==> src/rtl/bcd_to_bin.sv <==
// Digit-serial packed-BCD to binary converter, most-significant digit first.
// One digit per clock; start/busy/done framing; nibbles above 9 raise err.
//
//   state | meaning
//   ------+------------------------------------------------------------
//   IDLE  | waiting for start; outputs hold the last result
//   CONV  | folding one digit per edge into acc (acc*10 + digit)
module bcd_to_bin #(
  parameter int DIGITS = 2,
  parameter int BIN_W  = 7
) (
  input  logic                  clk,
  input  logic                  rst_n,
  input  logic                  start,
  input  logic [4*DIGITS-1:0]   bcd_in,
  output logic                  busy,
  output logic                  done,
  output logic [BIN_W-1:0]      bin_out,
  output logic                  err
);

  localparam int SR_W  = 4 * DIGITS;
  localparam int CNT_W = (DIGITS > 1) ? $clog2(DIGITS) : 1;
  localparam logic [CNT_W-1:0] LAST_CNT = CNT_W'(DIGITS - 1);

  typedef enum logic {
    IDLE = 1'b0,
    CONV = 1'b1
  } state_t;

  state_t            state_q, state_d;
  logic [SR_W-1:0]   sr_q, sr_d;
  logic [BIN_W-1:0]  acc_q, acc_d;
  logic [CNT_W-1:0]  cnt_q, cnt_d;
  logic              err_acc_q, err_acc_d;
  logic              busy_q, busy_d;
  logic              done_q, done_d;
  logic [BIN_W-1:0]  bin_q, bin_d;
  logic              err_q, err_d;

  logic [3:0]        nib;
  logic [BIN_W-1:0]  acc_x8, acc_x2, acc_next;
  logic              err_next;

  // acc*10 as shift-and-add, truncated to BIN_W
  always_comb begin
    nib      = sr_q[SR_W-1 -: 4];
    acc_x8   = acc_q << 3;
    acc_x2   = acc_q << 1;
    acc_next = acc_x8 + acc_x2 + BIN_W'(nib);
    err_next = err_acc_q | (nib > 4'd9);
  end

  always_comb begin
    state_d   = state_q;
    sr_d      = sr_q;
    acc_d     = acc_q;
    cnt_d     = cnt_q;
    err_acc_d = err_acc_q;
    busy_d    = busy_q;
    done_d    = 1'b0;
    bin_d     = bin_q;
    err_d     = err_q;
    case (state_q)
      IDLE: begin
        if (start) begin
          sr_d      = bcd_in;
          acc_d     = '0;
          cnt_d     = '0;
          err_acc_d = 1'b0;
          busy_d    = 1'b1;
          state_d   = CONV;
        end
      end
      CONV: begin
        acc_d     = acc_next;
        err_acc_d = err_next;
        sr_d      = sr_q << 4;
        cnt_d     = cnt_q + 1'b1;
        if (cnt_q == LAST_CNT) begin
          // invalid words still ran through the arithmetic; report zero
          bin_d   = err_next ? '0 : acc_next;
          err_d   = err_next;
          done_d  = 1'b1;
          busy_d  = 1'b0;
          state_d = IDLE;
        end
      end
      default: state_d = IDLE;
    endcase
  end

  always_ff @(posedge clk or negedge rst_n) begin
    if (!rst_n) begin
      state_q   <= IDLE;
      sr_q      <= '0;
      acc_q     <= '0;
      cnt_q     <= '0;
      err_acc_q <= 1'b0;
      busy_q    <= 1'b0;
      done_q    <= 1'b0;
      bin_q     <= '0;
      err_q     <= 1'b0;
    end else begin
      state_q   <= state_d;
      sr_q      <= sr_d;
      acc_q     <= acc_d;
      cnt_q     <= cnt_d;
      err_acc_q <= err_acc_d;
      busy_q    <= busy_d;
      done_q    <= done_d;
      bin_q     <= bin_d;
      err_q     <= err_d;
    end
  end

  assign busy    = busy_q;
  assign done    = done_q;
  assign bin_out = bin_q;
  assign err     = err_q;

endmodule

==> config.mk <==
export PLATFORM = sky130hd
export DESIGN_NAME = bcd_to_bin
export DESIGN_NICKNAME = d
export VERILOG_FILES = /design/src/rtl/bcd_to_bin.sv
export SDC_FILE = /design/constraint.sdc
export NUM_CORES = 1
export LEC_CHECK = 0
export CAP_MARGIN = 25
export CORE_MARGIN = 4
export CORE_UTILIZATION = 55
export CTS_CLUSTER_DIAMETER = 50
export DETAILED_ROUTE_END_ITERATION = 10
export PLACE_DENSITY = 0.8
export SETUP_SLACK_MARGIN = 0.02
export SLEW_MARGIN = 20
export SYNTH_ARGS = -nofsm -noshare
export SYNTH_HDL_FRONTEND = slang
export SYNTH_SLANG_ARGS = --single-unit
==> constraint.sdc <==
create_clock -name clk -period 3.6 [get_ports clk]
set_clock_uncertainty 0.2 [all_clocks]
set_input_delay 0.54 -clock clk [delete_from_list [all_inputs] [get_ports clk]]
set_output_delay 0.54 -clock clk [all_outputs]
set_load 0.02 [all_outputs]
# Word level (Yosys, flattened, before mapping)
# Index checks and enable logic that the tools add are counted.
[op_classes] addsub=3 n_lt_le_gt_ge=1 eq_ne=2 n_mux=16 n_bitwise=2 n_reduce_logical=2
[op_table] op="$pmux 8 s2" count=1
[op_table] op="$pmux 6 s2" count=1
[op_table] op="$mux 8" count=1
[op_table] op="$pmux 1 s2" count=4
[op_table] op="$add 7x4->7" count=1
[op_table] op="$add 7x7->7" count=1
[op_table] op="$mux 1" count=7
[op_table] op="$mux 7" count=1
[op_table] op="$mux 6" count=1
[op_table] op="$gt 4x4->1 const B" count=1
[op_table] op="$reduce_and 2->1" count=2
[op_table] op="$ne 2x1->1 const B" count=1
[op_table] op="$ne 2x2->1 const B" count=1
[op_table] op="$add 1x1->1 const B" count=1
[op_table] op="$not 1->1" count=1
[op_table] op="$or 1x1->1" count=1
[totals] ff_bits=27 output_inout_bits=10

# Depth between registers and ports, before layout
[depth] depth_word=3 depth_mapped=8 depth_no_buf=8

# Worst setup path before layout
# No wires, ideal clock.
[synth_path] path_kind="register to register" start="register sr_q[7]" end="register bin_q[6], in the netlist bin_out[6]" t_arrival_ns=1.894 slack_ns=1.385 path_stages_with_launch=8 path_buffers=0 synth_period_minus_slack_ns=2.215 path_cell_list="dfrtp_1 > inv_1 > fa_1 > fa_1 > nand2b_1 > a21oi_1 > xnor2_1 > a22o_1"
[synth_via] elab_chain_cells=3
[synth_lines] item="from (decl)" line_no="32" source="logic [SR_W-1:0] sr_q, sr_d;"
[synth_lines] item="from (signal assigned)" line_no="106" source="sr_q <= sr_d;"
[synth_lines] item="branches (longest 2 deep; another with $add 7x4->7)"
[synth_lines] item="$mux 7 *" line_no="82" source="bin_d = err_next ? '0 : acc_next;"
[synth_lines] item="to (signal assigned)" line_no="112" source="bin_q <= bin_d;"
[synth_lines] item="to (decl)" line_no="38" source="logic [BIN_W-1:0] bin_q, bin_d;"
# Mark *: on every way between the ends.
# A chain may end at the register's enable or synchronous reset.

# Final worst setup path
[layout_path] start="register acc_q[0]" end="register bin_q[6], in the netlist bin_out[6]"
[layout_via] elab_chain_cells=3
[layout_lines] item="from (decl)" line_no="33" source="logic [BIN_W-1:0] acc_q, acc_d;"
[layout_lines] item="from (signal assigned)" line_no="97" source="acc_q <= '0;"
[layout_lines] item="from (signal assigned)" line_no="107" source="acc_q <= acc_d;"
[layout_lines] item="$add 7x7->7" line_no="50" source="acc_next = acc_x8 + acc_x2 + BIN_W'(nib);"
[layout_lines] item="$add 7x4->7" line_no="50"
[layout_lines] item="$mux 7" line_no="82"
# No other way between the ends.

==> metrics.cfg <==
[routing]
ant_nets=0
drtIter0Drc=17
avgRoutedWirePerCell_um=13.8
drc=0
routed_wl_um=2180
viasPerCell=5.34
dr.pass1.iters=4
vias=843

[placement]
dp_hpwl_um=1690
portBuffers=20
place_inst=154
globalplace.congestion=0.695
place_area_um2=1500

[clock_network]
tritoncts=yes
root_buffer=clkbuf_4
htree_levels=1
cts_resized=0
numCtsBuffers=3
numClockSinks=27
clk_pin_slew_ns=0.15
clockBufferDepth=2
cts_setup_buffers=0
insertion_delay_ns=0.32
cts_hold_buffers=0

[timing]
finalSetupViolCount=0
hold_viol_final=0
slew_headroom=0.579
rsz0062_at_grt=false
tns_ns=0
tightest_slew_ns=0.631
period_minus_slack_ns=2.37
fin_crit_sh=0.659
slew_violations=0
hold_ws_ns=0.308
fmax_mhz=421

[power]
power_w=0.00129
pwr_density_cell_nw_per_um2=847
seq_power_share=0.414
p_leak_nw=0.742
pwr-share-clk=0.105
power.internal_w=0.000774
peakVddDrop_v=0.000517
p_comb_frac=0.481
p_sw_w=0.000518
swShare=0.401

[status]
status=finished, final reports clean

[floorplanning]
dieArea_um2=3130
die_x_um=56.0
core_area_um2=2190
num_rows=17
start_util=0.577
die_h_um=56.0
io_pins=21

[yosys]
syn_inst=108
ys_seq_area_frac=0.534
yosys_warnings=0
yosysUniqueCellTypes=20
syn_nets=129
syn_area_per_cell_um2=11.7
netlist_area_um2=1260
ys_ff_latch=27

[worst_setup_path]
rrSetupSlack_ns=1.23
critPathRequiredTime_ns=3.63
cp-start-kind=register
reg2regPathDepth=7
critPathCaptureType=register
r2r_end=bin_out[6]
arrival_ns=2.40
critPathLaunch=acc_q[0]
critical_path.reg2reg.startpoint=acc_q[0]
crit_end=bin_out[6]
setup.worst_path.class=register to register
cp_max_fo=3

[final_layout]
final_area_um2=1530
diodes=0
nets=152
drive_above_1_share=0.0615
fin_cells=158
fillCellCount=165
areaGrowthSynthToFinish_pct=20.6

[global_routing]
grt_max_degree=28
track_usage=0.149
grt_pass1_vias=842
grt-ovfl-total=0
grt_pass1_wl_um=3710
antenna_found_initial=0

[worst_hold_path]
hold_class=register to register

[flow_run]
drv_cap=0

[cell type report]
class | count | area, um2 | share of cell area
sequential | 27 | 676 | 0.443
tap | 28 | 35.0 | 0.0230
inverter | 11 | 41.3 | 0.0271
clock inverter | 1 | 7.51 | 0.00492
clock buffer | 3 | 22.5 | 0.0148
multi-input combinational | 67 | 536 | 0.351
timing repair buffer | 21 | 208 | 0.136
[synthesized netlist by cell type (all sizes together)]
master | instances | area (um2)
dfrtp | 27 | 676
a22o | 13 | 114
nor2 | 13 | 48.8
inv | 11 | 41.3
ha | 8 | 100
mux2i | 8 | 80.1
o21ai | 6 | 30.0
nand2 | 5 | 21.3
xnor2 | 4 | 35.0
a21oi | 2 | 10.0
clkbuf | 2 | 7.51
fa | 2 | 40.0
a21o | 1 | 7.51
buf | 1 | 5.00
mux2 | 1 | 11.3
nand2b | 1 | 6.26
nor3 | 1 | 16.3
o22ai | 1 | 6.26
xor2 | 1 | 8.76
[power by group through the flow]
| stage | logic, W | clock network (W) | registers (W) |
|---|---|---|---|
| final | 0.000621 | 0.000136 | 0.000535 |
| after global placement | 0.000608 | 0 | 0.000540 |
| after global routing | 0.000697 | 0.000148 | 0.000554 |
| after detailed placement | 0.000629 | 0 | 0.000546 |
| after floorplan | 0.000414 | 0 | 0.000549 |
| after CTS | 0.000631 | 0.000136 | 0.000538 |
[metal layers]
metal  vias to the layer above  GRT usage  wire [um]
met4                         0     0.0407         17
li1                        414          -          -
met1                       410      0.192        933
met2                        17      0.255       1130
met5                         -          0          0
met3                         2     0.0302        106
[worst max-delay path, cell delays in order, from the launching register on]
cell and delay, ns:
dfrtp_1 0.41, inv_1 0.07, fa_1 0.50, fa_1 0.47
nand2b_1 0.16, a21oi_1 0.17, xnor2_1 0.09, a22o_1 0.20
[registers in the layout, summed over array words and instances, names as in the netlist]
register,cells
err_acc_q,1
done,1
acc_q,6
bin_out,7
err,1
state_q,1
busy,1
cnt_q,1
sr_q,8
[through the flow]
| step | setup slack (ns) | util |
|---|---|---|
| 2_1_floorplan | 1.39 | - |
| 6_report | 1.23 | 0.696 |
| 5_1_grt | 1.13 | 0.696 |
| 3_5_place_dp | 1.24 | 0.682 |
| 3_3_place_gp | 1.25 | 0.682 |
| 4_1_cts | 1.22 | 0.696 |
[logic make-up (layout without fill, tap and decap cells)]
| family | after synthesis | in the layout | share of synthesized area |
|---|---|---|---|
| adder cells (fa/ha/maj) | 10 | 10 | 0.111 |
| AND/OR/NAND/NOR | 20 | 20 | 0.0732 |
| buffers and inverters | 14 | 36 | 0.0425 |
| multiplexers | 9 | 9 | 0.0722 |
| flip-flops | 27 | 27 | 0.534 |
| AO/OA/AOI/OAI | 23 | 23 | 0.133 |
| XOR/XNOR | 5 | 5 | 0.0346 |
[how the worst min path moves through the flow]
stage,start,endpoint,slack (ns),depth (start not counted)
2_1_floorplan,rst_n,acc_q[0],0.04,0
3_3_place_gp,sr_q[1],sr_q[5],0.26,2
3_5_place_dp,sr_q[2],sr_q[6],0.28,2
4_1_cts,sr_q[2],sr_q[6],0.31,2
5_1_grt,bin_out[1],bin_out[1],0.34,1
6_report,sr_q[2],sr_q[6],0.31,2
[cells in the final DEF, fill, tap and decap left out]
cell type        Yosys  routed
a21o_1               1       1
a21oi_1              2       2
a22o_1              13      13
buf_4                0       1
clkbuf_4             0       3
clkdlybuf4s50_1      0      20
clkinvlp_4           0       1
dfrtp_1             27      27
fa_1                 2       2
ha_1                 8       8
inv_1               11      11
mux2_2               1       1
mux2i_1              8       8
nand2_1              4       4
nand2_2              1       1
nand2b_1             1       1
nor2_1              13      13
nor3_4               1       1
o21ai_0              6       6
o22ai_1              1       1
xnor2_1              4       4
xor2_1               1       1
No activity file was read; power rests on OpenSTA's default activity.
